--- src/rtl/dice_display_scanner.sv ---
// dice_display_scanner
//
// Time-multiplexed driver for an 8-digit common-anode seven-segment display
// that shows the state of a two-dice game.
//   digit 0   : die 2 value
//   digit 1   : die 1 value
//   digit 3:2 : decimal sum of the two dice
//   digit 7:4 : game message ("PASS", "LOSE", "roLL" or blank)
//
// A refresh counter divides CLK by REFRESH_DIV.  Each tick of that counter
// moves a 3-bit digit index to the next digit.  The game inputs are captured
// into snapshot registers once per full scan, at the tick that leaves
// digit 7, and once on the first clock after reset.  This keeps the
// displayed frame self-consistent while the game FSM changes its outputs.
//
// Parameters
//   REFRESH_DIV : clocks per digit slot (2 .. 2^20)
//   BLINK_TICKS : refresh ticks per blink half-period (blink build only)
//
// Ports
//   CLK      in   1  clock, rising edge
//   reset    in   1  asynchronous, active-high reset
//   Win      in   1  game-won flag
//   Lose     in   1  game-lost flag
//   Roll     in   1  roll-again prompt
//   DiceOut1 in   3  die 1 value (0 = not rolled, 1..6 valid, 7 = dash)
//   DiceOut2 in   3  die 2 value (same encoding)
//   Anode    out  8  active-low digit enables, Anode[i] drives digit i
//   Cathode  out  7  active-low segments {CG,CF,CE,CD,CC,CB,CA}
//
// Build option
//   DICE_DISPLAY_BLINK_EN : when defined, the "PASS"/"LOSE" message blinks
//                           with a half-period of BLINK_TICKS refresh ticks.
module dice_display_scanner #(
  parameter int REFRESH_DIV = 100000,
  parameter int BLINK_TICKS = 256
) (
  input  logic       CLK,
  input  logic       reset,
  input  logic       Win,
  input  logic       Lose,
  input  logic       Roll,
  input  logic [2:0] DiceOut1,
  input  logic [2:0] DiceOut2,
  output logic [7:0] Anode,
  output logic [6:0] Cathode
);

  localparam int CNT_W = (REFRESH_DIV > 2) ? $clog2(REFRESH_DIV) : 1;
  localparam logic [CNT_W-1:0] CNT_LAST = CNT_W'(REFRESH_DIV - 1);

  localparam logic [6:0] G_BLANK = 7'h7F;
  localparam logic [6:0] G_DASH  = 7'h3F;
  localparam logic [6:0] G_P     = 7'h0C;
  localparam logic [6:0] G_A     = 7'h08;
  localparam logic [6:0] G_S     = 7'h12;
  localparam logic [6:0] G_L     = 7'h47;
  localparam logic [6:0] G_O     = 7'h40;
  localparam logic [6:0] G_E     = 7'h06;
  localparam logic [6:0] G_LC_R  = 7'h2F;
  localparam logic [6:0] G_LC_O  = 7'h23;

  typedef enum logic [1:0] {
    MSG_NONE = 2'd0,
    MSG_PASS = 2'd1,
    MSG_LOSE = 2'd2,
    MSG_ROLL = 2'd3
  } msg_e;

  // Reject illegal parameter values at elaboration.
  if (REFRESH_DIV < 2 || REFRESH_DIV > (1 << 20) || BLINK_TICKS < 1) begin : g_param_check
    $error("dice_display_scanner: REFRESH_DIV or BLINK_TICKS out of range");
  end

  // ------------------------------------------------------------------
  // Glyph helpers
  // ------------------------------------------------------------------
  function automatic logic [6:0] dec_glyph(input logic [3:0] v);
    logic [6:0] g;
    case (v)
      4'd0:    g = 7'h40;
      4'd1:    g = 7'h79;
      4'd2:    g = 7'h24;
      4'd3:    g = 7'h30;
      4'd4:    g = 7'h19;
      4'd5:    g = 7'h12;
      4'd6:    g = 7'h02;
      4'd7:    g = 7'h78;
      4'd8:    g = 7'h00;
      4'd9:    g = 7'h10;
      default: g = G_BLANK;
    endcase
    return g;
  endfunction

  // 0 is "not rolled" and shows nothing; 7 is out of range and shows a dash.
  function automatic logic [6:0] die_glyph(input logic [2:0] v);
    logic [6:0] g;
    case (v)
      3'd0:    g = G_BLANK;
      3'd7:    g = G_DASH;
      default: g = dec_glyph({1'b0, v});
    endcase
    return g;
  endfunction

  function automatic logic die_valid(input logic [2:0] v);
    return (v != 3'd0) && (v != 3'd7);
  endfunction

  // pos 3 is the leftmost message digit (digit 7), pos 0 is digit 4.
  function automatic logic [6:0] msg_glyph(input msg_e msg, input logic [1:0] pos);
    logic [6:0] g;
    g = G_BLANK;
    case (msg)
      MSG_PASS: begin
        case (pos)
          2'd3:    g = G_P;
          2'd2:    g = G_A;
          default: g = G_S;
        endcase
      end
      MSG_LOSE: begin
        case (pos)
          2'd3:    g = G_L;
          2'd2:    g = G_O;
          2'd1:    g = G_S;
          default: g = G_E;
        endcase
      end
      MSG_ROLL: begin
        case (pos)
          2'd3:    g = G_LC_R;
          2'd2:    g = G_LC_O;
          default: g = G_L;
        endcase
      end
      default: g = G_BLANK;
    endcase
    return g;
  endfunction

  // ------------------------------------------------------------------
  // State
  // ------------------------------------------------------------------
  logic [CNT_W-1:0] cnt_q, cnt_d;
  logic [2:0]       idx_q, idx_d;
  logic             first_q, first_d;
  logic             snap_win_q, snap_win_d;
  logic             snap_lose_q, snap_lose_d;
  logic             snap_roll_q, snap_roll_d;
  logic [2:0]       snap_d1_q, snap_d1_d;
  logic [2:0]       snap_d2_q, snap_d2_d;
  logic [7:0]       anode_q, anode_d;
  logic [6:0]       cathode_q, cathode_d;

  logic             tick;
  logic             load;
  logic             blink_blank;

  // ------------------------------------------------------------------
  // Refresh divider, digit index and input snapshot
  // ------------------------------------------------------------------
  always_comb begin
    tick  = (cnt_q == CNT_LAST);
    cnt_d = tick ? '0 : cnt_q + CNT_W'(1);
    idx_d = tick ? idx_q + 3'd1 : idx_q;

    // Capture at the end of a full scan so a whole frame uses one snapshot,
    // and once right after reset so the first frame is not stale.
    load    = first_q | (tick & (idx_q == 3'd7));
    first_d = 1'b0;

    snap_win_d  = load ? Win      : snap_win_q;
    snap_lose_d = load ? Lose     : snap_lose_q;
    snap_roll_d = load ? Roll     : snap_roll_q;
    snap_d1_d   = load ? DiceOut1 : snap_d1_q;
    snap_d2_d   = load ? DiceOut2 : snap_d2_q;
  end

  // ------------------------------------------------------------------
  // Blink phase
  // ------------------------------------------------------------------
`ifdef DICE_DISPLAY_BLINK_EN
  localparam int BL_W = (BLINK_TICKS > 2) ? $clog2(BLINK_TICKS) : 1;
  localparam logic [BL_W-1:0] BL_LAST = BL_W'(BLINK_TICKS - 1);

  logic [BL_W-1:0] blink_cnt_q, blink_cnt_d;
  logic            blink_phase_q, blink_phase_d;

  always_comb begin
    blink_cnt_d   = blink_cnt_q;
    blink_phase_d = blink_phase_q;
    if (tick) begin
      if (blink_cnt_q == BL_LAST) begin
        blink_cnt_d   = '0;
        blink_phase_d = ~blink_phase_q;
      end else begin
        blink_cnt_d = blink_cnt_q + BL_W'(1);
      end
    end
    // Only the end-of-game messages blink; the roll prompt stays steady.
    blink_blank = blink_phase_q & (snap_win_q | snap_lose_q);
  end

  always_ff @(posedge CLK or posedge reset) begin
    if (reset) begin
      blink_cnt_q   <= '0;
      blink_phase_q <= 1'b0;
    end else begin
      blink_cnt_q   <= blink_cnt_d;
      blink_phase_q <= blink_phase_d;
    end
  end
`else
  assign blink_blank = 1'b0;
`endif

  // ------------------------------------------------------------------
  // Digit decode
  // ------------------------------------------------------------------
  logic [3:0] sum;
  logic [3:0] ones;
  logic       sum_ok;
  logic       sum_hi;
  msg_e       msg;
  logic [6:0] seg;

  always_comb begin
    sum    = {1'b0, snap_d1_q} + {1'b0, snap_d2_q};
    sum_ok = die_valid(snap_d1_q) & die_valid(snap_d2_q);
    // Valid dice sum to 2..12, so one subtraction gives the ones digit.
    sum_hi = (sum >= 4'd10);
    ones   = sum_hi ? (sum - 4'd10) : sum;

    // Win takes priority over Lose when both are asserted.
    if (snap_win_q)       msg = MSG_PASS;
    else if (snap_lose_q) msg = MSG_LOSE;
    else if (snap_roll_q) msg = MSG_ROLL;
    else                  msg = MSG_NONE;
    if (blink_blank) msg = MSG_NONE;

    seg = G_BLANK;
    case (idx_q)
      3'd0:    seg = die_glyph(snap_d2_q);
      3'd1:    seg = die_glyph(snap_d1_q);
      3'd2:    seg = sum_ok ? dec_glyph(ones) : G_BLANK;
      3'd3:    seg = (sum_ok && sum_hi) ? dec_glyph(4'd1) : G_BLANK;
      default: seg = msg_glyph(msg, idx_q[1:0]);
    endcase

    anode_d   = ~(8'd1 << idx_q);
    cathode_d = seg;
  end

  // ------------------------------------------------------------------
  // Registers
  // ------------------------------------------------------------------
  always_ff @(posedge CLK or posedge reset) begin
    if (reset) begin
      cnt_q       <= '0;
      idx_q       <= 3'd0;
      first_q     <= 1'b1;
      snap_win_q  <= 1'b0;
      snap_lose_q <= 1'b0;
      snap_roll_q <= 1'b0;
      snap_d1_q   <= 3'd0;
      snap_d2_q   <= 3'd0;
      anode_q     <= 8'hFF;
      cathode_q   <= G_BLANK;
    end else begin
      cnt_q       <= cnt_d;
      idx_q       <= idx_d;
      first_q     <= first_d;
      snap_win_q  <= snap_win_d;
      snap_lose_q <= snap_lose_d;
      snap_roll_q <= snap_roll_d;
      snap_d1_q   <= snap_d1_d;
      snap_d2_q   <= snap_d2_d;
      anode_q     <= anode_d;
      cathode_q   <= cathode_d;
    end
  end

  assign Anode   = anode_q;
  assign Cathode = cathode_q;

endmodule

--- config.mk ---
export PLATFORM = sky130hd
export DESIGN_NAME = dice_display_scanner
export DESIGN_NICKNAME = d
export VERILOG_FILES = /design/src/rtl/dice_display_scanner.sv
export SDC_FILE = /design/constraint.sdc
export NUM_CORES = 1
export LEC_CHECK = 0
export ABC_AREA = 1
export CAP_MARGIN = 0
export CORE_UTILIZATION = 50
export DETAILED_ROUTE_END_ITERATION = 7
export GPL_ROUTABILITY_DRIVEN = 1
export PLACE_DENSITY = 0.72
export SLEW_MARGIN = 25
export SYNTH_ARGS = -nofsm -noshare
export SYNTH_HDL_FRONTEND = slang
export SYNTH_SLANG_ARGS = --single-unit
export TNS_END_PERCENT = 20
--- constraint.sdc ---
create_clock -name CLK -period 3 [get_ports CLK]
set_clock_uncertainty 0.15 [all_clocks]
set_input_delay 0.45 -clock CLK [delete_from_list [all_inputs] [get_ports CLK]]
set_output_delay 0.45 -clock CLK [all_outputs]
set_load 0.01 [all_outputs]
[Word-level counts from Yosys, hierarchy flattened]
Memory sizes are Yosys's and may differ from the RTL's.
Index checks and enable logic that the tools add are counted.
W data, S select, Z words.
Word-level totals
  logic and storage cells: 60
  memories kept: 3
  latch bits: 0
  bits in read-only memories: 224
  register bits after elaboration: 45
  RAM bits: 0
  output and inout port bits: 15
Memories
  (name not given): depth 16, width 7, rd ports 1, clocked after memory_dff 0, wr ports 0, RTL line 80  | case (v)
  (name not given): depth 8, width 7, rd ports 1, clocked after memory_dff 0, wr ports 0, RTL line 80
  (name not given): depth 8, width 7, rd ports 1, clocked after memory_dff 0, wr ports 0, RTL line 80
Cells by class
  mux-type cells: 14
  $mul: 0
  bitwise logic cells: 4
  shift-type cells: 1
  equal/unequal tests: 15
  div/mod/pow operators: 0
  magnitude comparators: 1
  reductions and logical operators: 8
  add/sub/neg operators: 4
Operators by type and width (number)
  $pmux W7 S2: 3
  $pmux W7 S3: 2
  $pmux W7 S4: 1
  $add A17 B1 Y17 const B: 1
  $eq A17 B17 Y1 const B: 1
  $mux W17: 1
  $pmux W5 S2: 1
  $eq A3 B3 Y1 const B: 3
  $logic_not A3 Y1: 3
  $eq A2 B2 Y1 const B: 4
  $not A8 Y8: 1
  $shl A1 B3 Y8 const A: 1
  $mux W7: 1
  $eq A3 B2 Y1 const B: 2
  $mux W2: 3
  $ne A3 B3 Y1 const B: 2
  $reduce_bool A3 Y1: 2
  $add A3 B3 Y4: 1
  $eq A2 B1 Y1 const B: 2
  $ge A4 B4 Y1 const B: 1
  $mux W4: 1
  $sub A4 B4 Y4 const B: 1
  $add A3 B1 Y3 const B: 1
  $eq A3 B1 Y1 const B: 1
  other kinds (4): 7

[Depth between registers and ports, before layout]
Gate-level depths: netlist (run 1).
  word-level depth: 6
  depth in mapped cells: 12
  mapped depth without buffers: 12

[Worst setup path before layout (run 1)]
Ideal clock, no wire load.
  kind: reg2reg
  from: register snap_d1_q[0]
  to: register cathode_q[5], in the netlist Cathode[5]
  setup slack: 558 ps
  data required time: 2777 ps
  stages on the path, launching flop included: 13
  period minus slack after synthesis: 2442 ps
  library setup time: 73 ps
  arrival: 2219 ps
  buffers on the path: 0
  cell sequence: dfrtp_1 ha_1 fa_1 inv_1 nand3_1 o21ai_0 ha_1 inv_1 nand3_1 nand3_1 nand2_1 nand2_1 a21oi_1
Between the ends
  longest elaborated chain between the ends: 6
Ends and longest elaborated chain
  start, declared: RTL line 152  | logic [2:0] snap_d1_q, snap_d1_d;
  start signal, assigned: RTL line 278  | snap_d1_q <= snap_d1_d;
  $add A3 B3 Y4: RTL line 230  | sum = {1'b0, snap_d1_q} + {1'b0, snap_d2_q};
  $sub A4 B4 Y4 or $ge A4 B4 Y1 (tied branches): RTL line 234, 233
  $mux W4: RTL line 234  | ones = sum_hi ? (sum - 4'd10) : sum;
  $mem_v2 Z16 W7
  $mux W7: RTL line 247  | 3'd2: seg = sum_ok ? dec_glyph(ones) : G_BLANK;
  $pmux W7 S4 *: RTL line 244  | case (idx_q)
  named net cathode_d[5]: RTL line 155  | logic [6:0] cathode_q, cathode_d;
  end signal, assigned: RTL line 281  | cathode_q <= cathode_d;
  end, declared: RTL line 155
Mark *: on every way through the listed nets, which the timed path passes. The rest lies on a longest branch.
A chain may end at the register's enable or synchronous reset.

[Final worst setup path (run 1)]
Same ends and word-level chain as after synthesis.

==> impl_table.tex, run 1 <==
\begin{tabular}{lr}
\hline
Metric & Value \\
\hline
\multicolumn{2}{l}{\textbf{Min path}} \\
\quad Path category of the worst min-delay check & input port to async pin \\
\multicolumn{2}{l}{\textbf{Power}} \\
\quad Power, Total & 1450 uW \\
\quad Power Density & 446 nW/um\^{}2 \\
\quad Peak supply drop & 0.316 mV \\
\quad Reported leakage power & 0.00155 uW \\
\multicolumn{2}{l}{\textbf{Clocking}} \\
\quad Clock buffers created by TritonCTS & 5 \\
\quad \# Post-CTS Setup Buffers & 0 \\
\quad Clock Path Buffers & 2 \\
\quad Clock network latency to the later pin of the worst-skew pair & 300 ps \\
\quad CTS Sinks & 45 \\
\quad Clock transition time at the flip-flop clock pins of the worst setup and hold paths & 90 ps \\
\quad Master cell of the clock root buffer & sky130\_fd\_sc\_hd\_\_clkbuf\_8 \\
\quad Cts hold-fix bufs & 0 \\
\quad Post\_cts resized & 0 \\
\quad Clock tree from TritonCTS & built \\
\quad Depth of the CTS H-tree & 2 \\
\multicolumn{2}{l}{\textbf{Worst setup path}} \\
\quad Data arrival time of the worst path & 2770 ps \\
\quad Crit path required time & 3070 ps \\
\quad Reg2reg start & snap\_d1\_q[0] \\
\quad Capture point of the worst path & Cathode[5] \\
\quad Worst Setup SP & snap\_d1\_q[0] \\
\quad Peak per-stage delay on the critical path & 450 ps \\
\quad Nature of the critical path endpoint & flop \\
\quad Slowest library cell on the worst path & sky130\_fd\_sc\_hd\_\_fa\_1 \\
\quad CP startpoint kind & flop \\
\quad Worst-case reg-to-reg path depth & 12 \\
\quad Crit-path cells & ha\_1 > fa\_1 > inv\_1 > nand3\_1 > o21ai\_1 > ha\_1 > inv\_1 > nand3\_1 > nand3\_1 > nand2\_1 > nand2\_1 > a21oi\_1 \\
\quad Critical path peak fanout & 7 \\
\quad Top cell by count, worst path & sky130\_fd\_sc\_hd\_\_nand3\_1 \\
\quad End of the worst register-to-register path & Cathode[5] \\
\quad Kind of critical path & flop to flop \\
\quad Reg-to-reg slack, setup & 300 ps \\
\multicolumn{2}{l}{\textbf{Synth}} \\
\quad Gate count after technology mapping & 340 \\
\quad Synthesis warning total & 0 \\
\quad Sequential cell area fraction in the yosys report & 41.1\% \\
\quad Post-synthesis net count & 377 \\
\quad Distinct cell type count after synthesis & 36 \\
\quad Flip-flop and latch count after synthesis & 45 \\
\quad Average instance area after synthesis & 8.21 sq um \\
\quad Synth Cell Area & 2790 sq um \\
\multicolumn{2}{l}{\textbf{Status}} \\
\quad Run status & finished, final reports clean \\
\multicolumn{2}{l}{\textbf{Floorplanning}} \\
\quad Chip width & 76.7 um \\
\quad Die height & 76.7 um \\
\quad Die area & 5890 sq um \\
\quad Effective utilization at floorplan & 53.3\% \\
\quad Std-Cell Core Area & 5240 sq um \\
\quad Placement Rows & 26 \\
\quad I/O pin count & 26 \\
\multicolumn{2}{l}{\textbf{Routing}} \\
\quad 1st-iter DRT viols & 207 \\
\quad Vias/cell & 5.37 \\
\quad DRC & 0 \\
\quad Final wirelength & 5910 um \\
\quad Count of vias placed by the detailed router & 2,385 \\
\quad Remaining number of nets flagged by the antenna check after routing & 0 \\
\quad Pre-Repair DR Iteration Count & 5 \\
\quad Post-DR wirelength/cell & 13.3 um \\
\multicolumn{2}{l}{\textbf{Placement}} \\
\quad Number of port buffers & 25 \\
\quad Placement Setup Slack & 279 ps \\
\quad Cells after DPL & 436 \\
\quad Placer congestion estimate & 0.877 \\
\quad Half-perimeter wire length after placement & 4480 um \\
\multicolumn{2}{l}{\textbf{Global routing}} \\
\quad Total routing resource utilization after global routing & 22.4\% \\
\quad Gr ovfl total & 0 \\
\quad Number of antenna violations at the first check in global routing & 0 \\
\quad Vias in the first global route & 2,271 \\
\quad First-pass GRT wire length & 10,400 um \\
\quad Maximum number of pins on one net before global-route repair & 35 \\
\multicolumn{2}{l}{\textbf{Timing}} \\
\quad Final-report max-slew violation count & 0 \\
\quad Maximum operating frequency & 371 MHz \\
\quad Share of the cycle needed by the critical path after routing & 89.9\% \\
\quad Unrepaired setup endpoints after global routing & no \\
\quad Final TNS setup & 0 ps \\
\quad Total count of hold-check failures in the final report & 0 \\
\quad Setup violation total in the final timing report & 0 \\
\quad Hold\_ws & 256 ps \\
\quad Final critical delay including setup and external delays & 2700 ps \\
\quad Minimum setup slack in the final design & 303 ps \\
\multicolumn{2}{l}{\textbf{Job}} \\
\quad Max cap viols & 0 \\
\multicolumn{2}{l}{\textbf{Cells and area}} \\
\quad Layout cell share with drive strength beyond 1 & 10.2\% \\
\quad Number of nets at the end of the flow & 410 \\
\quad Number of diodes & 0 \\
\quad Layout overhead on the synthesized area & 16.4\% \\
\quad Non-filler instance count after layout & 444 \\
\hline
\end{tabular}
cell usage in the layout, fill, tap and decap left out, types with 2 or more instances in the layout:
cell type / count
sky130_fd_sc_hd__nand2_1: 65
sky130_fd_sc_hd__clkbuf_8: 5
sky130_fd_sc_hd__nor2_4: 2
sky130_fd_sc_hd__ha_1: 25
sky130_fd_sc_hd__nand3_1: 24
sky130_fd_sc_hd__inv_2: 3
sky130_fd_sc_hd__dfstp_2: 16
sky130_fd_sc_hd__inv_1: 50
sky130_fd_sc_hd__clkdlybuf4s50_1: 25
sky130_fd_sc_hd__nor3_1: 8
sky130_fd_sc_hd__nor4_1: 4
sky130_fd_sc_hd__o21ai_0: 11
sky130_fd_sc_hd__o21ai_1: 9
sky130_fd_sc_hd__nand4_1: 14
sky130_fd_sc_hd__buf_4: 2
sky130_fd_sc_hd__dfrtp_1: 29
sky130_fd_sc_hd__nor2_1: 26
sky130_fd_sc_hd__a31oi_1: 2
sky130_fd_sc_hd__o211ai_1: 4
sky130_fd_sc_hd__a21oi_1: 15
sky130_fd_sc_hd__xor2_1: 10
sky130_fd_sc_hd__nand2_2: 4
sky130_fd_sc_hd__o21bai_1: 2
sky130_fd_sc_hd__clkinv_1: 2
power breakdown:
part           internal, uW  switching, uW  total (uW)  leakage [uW]
Clock                   249            216         466     0.0000543
Sequential              645           21.3         666      0.000542
Combinational           133            185         318      0.000949
Total                  1030            423        1450       0.00155
logic make-up (layout without fill, tap and decap cells):
logic type | Yosys count | count (layout) | synth area share (%)
buffers and inverters | 56 | 90 | 7.80
adder cells (fa/ha/maj) | 26 | 26 | 11.9
AND/OR/NAND/NOR | 149 | 149 | 24.2
other | 1 | 1 | 0.134
XOR/XNOR | 11 | 11 | 3.45
flip-flops | 45 | 45 | 41.1
AO/OA/AOI/OAI | 52 | 52 | 11.4
how the worst min path moves through the flow:
stage,to,slack [ps],cells past startpoint
after floorplan,cnt_q[0],280,1
after global placement,cnt_q[0],300,1
after detailed placement,cnt_q[0],310,1
after CTS,snap_d2_q[0],280,2
after global routing,snap_d2_q[0],280,2
final,snap_d2_q[0],260,2
flip-flops by register name, indices dropped and copies added (netlist names):
name	flops
Cathode	7
snap_lose_q	1
snap_roll_q	1
snap_win_q	1
idx_q	3
snap_d1_q	3
snap_d2_q	3
Anode	8
cnt_q	17
first_q	1
synth_stat cells, drive strengths merged:
master / count / area, sq um
nand2: 69 / 269
inv: 54 / 203
dfrtp: 29 / 726
nor2: 29 / 126
ha: 25 / 313
nand3: 24 / 120
o21ai: 21 / 109
dfstp: 16 / 420
a21oi: 15 / 75.1
nand4: 14 / 87.6
xor2: 10 / 87.6
nor3: 8 / 40.0
nor4: 4 / 25.0
o211ai: 4 / 30.0
o21bai: 3 / 33.8
a31oi: 2 / 12.5
a211oi: 1 / 7.51
a221oi: 1 / 8.76
buf: 1 / 11.3
clkinv: 1 / 3.75
conb: 1 / 3.75
fa: 1 / 20.0
nand3b: 1 / 7.51
o2111ai: 1 / 8.76
o211a: 1 / 10.0
o221ai: 1 / 8.76
o22ai: 1 / 6.26
o32ai: 1 / 8.76
xnor2: 1 / 8.76
metrics by stage:
stage | utilization (%) | area, sq um
floorplan | - | 2790
global placement | 59.8 | 3130
detailed placement | 59.8 | 3130
CTS | 62.0 | 3250
global route | 62.0 | 3250
finish | 62.0 | 3250
cell type report:
type	instances	area (sq um)
clock buffers	5	68.8
clock inverters	3	46.3
fillers	433	1990
inverters	55	206
multi-input cells	239	1430
flip-flops and latches	45	1150
well taps	70	87.6
repair buffers	27	265
metal layers:
layer / global-route usage [%] / up-vias / routed length, um
met3: 4.64 / 6 / 334
met5: 0 / - / 0
li1: - / 1183 / -
met4: 5.38 / 0 / 46
met1: 30.2 / 1115 / 2750
met2: 36.8 / 81 / 2780
worst max-delay path: cells and delay by family, from the launching register on:
family,cells,cell delay [ps]
simple gates,5,490
buf+inv,2,150
flops,1,440
compound gates,2,440
fa+ha+maj,3,930
No activity file was read; power rests on OpenSTA's default activity.
==> inputs of run 2 (changes only) <==
--- a/config.mk
+++ b/config.mk
@@ -11,6 +11,7 @@
 export DETAILED_ROUTE_END_ITERATION = 7
 export GPL_ROUTABILITY_DRIVEN = 1
 export PLACE_DENSITY = 0.72
+export RECOVER_POWER = 100
 export SLEW_MARGIN = 25
 export SYNTH_ARGS = -nofsm -noshare
 export SYNTH_HDL_FRONTEND = slang
==> impl_table.tex, run 2 (same netlist as run 1, synthesis figures left out) <==
\begin{tabular}{lr}
\hline
Metric & Value \\
\hline
\multicolumn{2}{l}{\textbf{Timing}} \\
\quad Share of the cycle needed by the critical path after routing & 89.7\% \\
\quad Setup violation total in the final timing report & 0 \\
\quad Final critical delay including setup and external delays & 2690 ps \\
\quad Total count of hold-check failures in the final report & 0 \\
\quad Worst max-slew margin expressed relative to the limit & 46.5\% \\
\quad Final TNS setup & 0 ps \\
\quad Maximum operating frequency & 372 MHz \\
\quad Slew at the pin closest to its max-slew limit & 802 ps \\
\quad Final-report max-slew violation count & 0 \\
\quad Unrepaired setup endpoints after global routing & no \\
\multicolumn{2}{l}{\textbf{Power}} \\
\quad Power dissipated by switching net loads & 422 uW \\
\quad Clk pwr share & 32.3\% \\
\quad Power, Total & 1440 uW \\
\quad Peak supply drop & 0.315 mV \\
\quad Part of the total power dissipated in sequential elements & 46.2\% \\
\quad Power Density & 447 nW/um\^{}2 \\
\quad Power share of the combinational group & 21.5\% \\
\quad Switching share of power & 29.3\% \\
\quad Reported leakage power & 0.00153 uW \\
\quad Power Internal & 1020 uW \\
\multicolumn{2}{l}{\textbf{Global routing}} \\
\quad Total routing resource utilization after global routing & 22.4\% \\
\quad Number of antenna violations at the first check in global routing & 0 \\
\quad Met1 track demand over resource & 30.2\% \\
\quad Maximum number of pins on one net before global-route repair & 35 \\
\quad GRT met2 Usage & 36.8\% \\
\quad Gr ovfl total & 0 \\
\quad GR Layer Usage met3 & 4.64\% \\
\quad First-pass GRT wire length & 10,400 um \\
\quad Most Used Layer, Global Route & met2 \\
\quad Vias in the first global route & 2,271 \\
\multicolumn{2}{l}{\textbf{Min path}} \\
\quad Start point of the worst hold path & cnt\_q[0] \\
\quad Path category of the worst min-delay check & flop to flop \\
\quad Hold path depth & 1 \\
\quad Worst hold endpoint & cnt\_q[0] \\
\multicolumn{2}{l}{\textbf{Worst setup path}} \\
\quad Critical path peak fanout & 7 \\
\quad Top cell by count, worst path & sky130\_fd\_sc\_hd\_\_nand3\_1 \\
\quad End of the worst register-to-register path & Cathode[5] \\
\quad Crit-path cells & ha\_1 > fa\_1 > inv\_1 > nand3\_1 > o21ai\_1 > ha\_1 > inv\_1 > nand3\_1 > nand3\_1 > nand2\_1 > nand2\_1 > a21oi\_1 \\
\quad Data arrival time of the worst path & 2760 ps \\
\quad Worst-case reg-to-reg path depth & 12 \\
\quad Crit path required time & 3070 ps \\
\quad Peak per-stage delay on the critical path & 450 ps \\
\quad Crit path buffers/inverters & 2 \\
\quad Reg2reg start & snap\_d1\_q[0] \\
\quad Slowest library cell on the worst path & sky130\_fd\_sc\_hd\_\_fa\_1 \\
\quad Critical path depth in cells & 12 \\
\quad Top Family by Delay on Critical Path & adder cells \\
\quad Kind of critical path & flop to flop \\
\quad Reg-to-reg slack, setup & 310 ps \\
\quad CP startpoint kind & flop \\
\quad Nature of the critical path endpoint & flop \\
\multicolumn{2}{l}{\textbf{Routing}} \\
\quad Count of vias placed by the detailed router & 2,362 \\
\quad Final wirelength & 5940 um \\
\quad 1st-iter DRT viols & 207 \\
\quad Post-DR wirelength/cell & 13.4 um \\
\quad Pre-Repair DR Iteration Count & 5 \\
\quad Remaining number of nets flagged by the antenna check after routing & 0 \\
\quad DRC & 0 \\
\quad Vias/cell & 5.32 \\
\multicolumn{2}{l}{\textbf{Clocking}} \\
\quad Cts hold-fix bufs & 0 \\
\quad Clock transition time at the flip-flop clock pins of the worst setup and hold paths & 90 ps \\
\quad Clock buffers created by TritonCTS & 5 \\
\quad Clock Path Buffers & 2 \\
\quad CTS Sinks & 45 \\
\quad Clock network latency to the later pin of the worst-skew pair & 300 ps \\
\quad Depth of the CTS H-tree & 2 \\
\quad \# Post-CTS Setup Buffers & 0 \\
\quad Clock tree from TritonCTS & built \\
\quad Master cell of the clock root buffer & sky130\_fd\_sc\_hd\_\_clkbuf\_8 \\
\multicolumn{2}{l}{\textbf{Placement}} \\
\quad Cells after DPL & 436 \\
\quad Number of port buffers & 25 \\
\quad Half-perimeter wire length after placement & 4480 um \\
\quad Placer congestion estimate & 0.877 \\
\multicolumn{2}{l}{\textbf{Cells and area}} \\
\quad Non-filler instance count after layout & 444 \\
\quad Number of nets at the end of the flow & 410 \\
\quad Top library cells by usage in the layout, fill and taps aside & sky130\_fd\_sc\_hd\_\_nand2\_1, sky130\_fd\_sc\_hd\_\_inv\_1, sky130\_fd\_sc\_hd\_\_dfrtp\_1, sky130\_fd\_sc\_hd\_\_nor2\_1, sky130\_fd\_sc\_hd\_\_ha\_1 \\
\quad Layout cell share with drive strength beyond 1 & 9.09\% \\
\quad Number of flip-flops under the largest register name & 17 \\
\quad Top reg by flops & cnt\_q \\
\quad Most common cell after layout, fill and taps aside & sky130\_fd\_sc\_hd\_\_nand2\_1 \\
\quad Layout overhead on the synthesized area & 15.6\% \\
\quad Number of diodes & 0 \\
\multicolumn{2}{l}{\textbf{Job}} \\
\quad Max cap viols & 0 \\
\multicolumn{2}{l}{\textbf{Floorplanning}} \\
\quad Die area & 5890 sq um \\
\quad Placement Rows & 26 \\
\quad Chip width & 76.7 um \\
\quad I/O pin count & 26 \\
\quad Effective utilization at floorplan & 53.3\% \\
\quad Die height & 76.7 um \\
\quad Std-Cell Core Area & 5240 sq um \\
\multicolumn{2}{l}{\textbf{Status}} \\
\quad Run status & finished, final reports clean \\
\hline
\end{tabular}
==> run 2: changes by cell type in the layout (fill, tap and decap cells not counted), sizes merged <==
cell,before,now
clkbuf,5,6
dlygate4sd3,0,16
clkdlybuf4s50,25,9
buf,2,1
==> run 2: metrics by stage <==
| stage | util (%) | setup slack, ps | instance area [sq um] | hold slack [ps] |
|---|---|---|---|---|
| after CTS | 62.0 | 244 | 3250 | 276 |
| final | 61.6 | 310 | 3230 | 331 |
| after detailed placement | 59.8 | 279 | 3130 | 310 |
| after global placement | 59.8 | 407 | 3130 | 298 |
| after floorplan | - | 558 | 2790 | 283 |
| after global routing | 61.6 | 87.9 | 3230 | 357 |
==> run 2: power groups by stage <==
| stage | Combinational, uW | Clock [uW] | Sequential (uW) |
|---|---|---|---|
| final | 310 | 466 | 665 |
| after global routing | 355 | 504 | 671 |
| after floorplan | 205 | 0 | 681 |
| after detailed placement | 313 | 0 | 677 |
| after CTS | 316 | 474 | 666 |
| after global placement | 306 | 0 | 677 |
==> run 2: layout make-up <==
cell class | count | area, sq um
Multi-Input combinational cell | 239 | 1410
Tap cell | 70 | 87.6
Inverter | 55 | 206
Clock inverter | 3 | 46.3
Fill cell | 438 | 2010
Timing Repair Buffer | 27 | 263
Sequential cell | 45 | 1150
Clock buffer | 5 | 68.8
==> run 2: how the worst max path moves through the flow <==
stage                 start          to  slack (ps)
6_report       snap_d1_q[0]  Cathode[5]         310
5_1_grt        snap_d1_q[0]  Cathode[5]          90
4_1_cts        snap_d1_q[0]  Cathode[5]         240
3_5_place_dp   snap_d1_q[0]  Cathode[5]         280
3_3_place_gp   snap_d1_q[0]  Cathode[6]         410
2_1_floorplan  snap_d1_q[0]  Cathode[5]         560
==> run 2: repair_timing <==
| action | 4_1_cts | 5_1_grt |
|---|---|---|
| resized for setup | 0 | 1 |
| endpoints found under the setup margin | 0 | 1 |
| hold endpoints to repair | 0 | 0 |
==> run 2: per-layer routing <==
layer	part of all wire (%)	wire [um]
met4	0.77	46
met5	0	0
met2	47	2800
met3	5.4	319
met1	47	2780
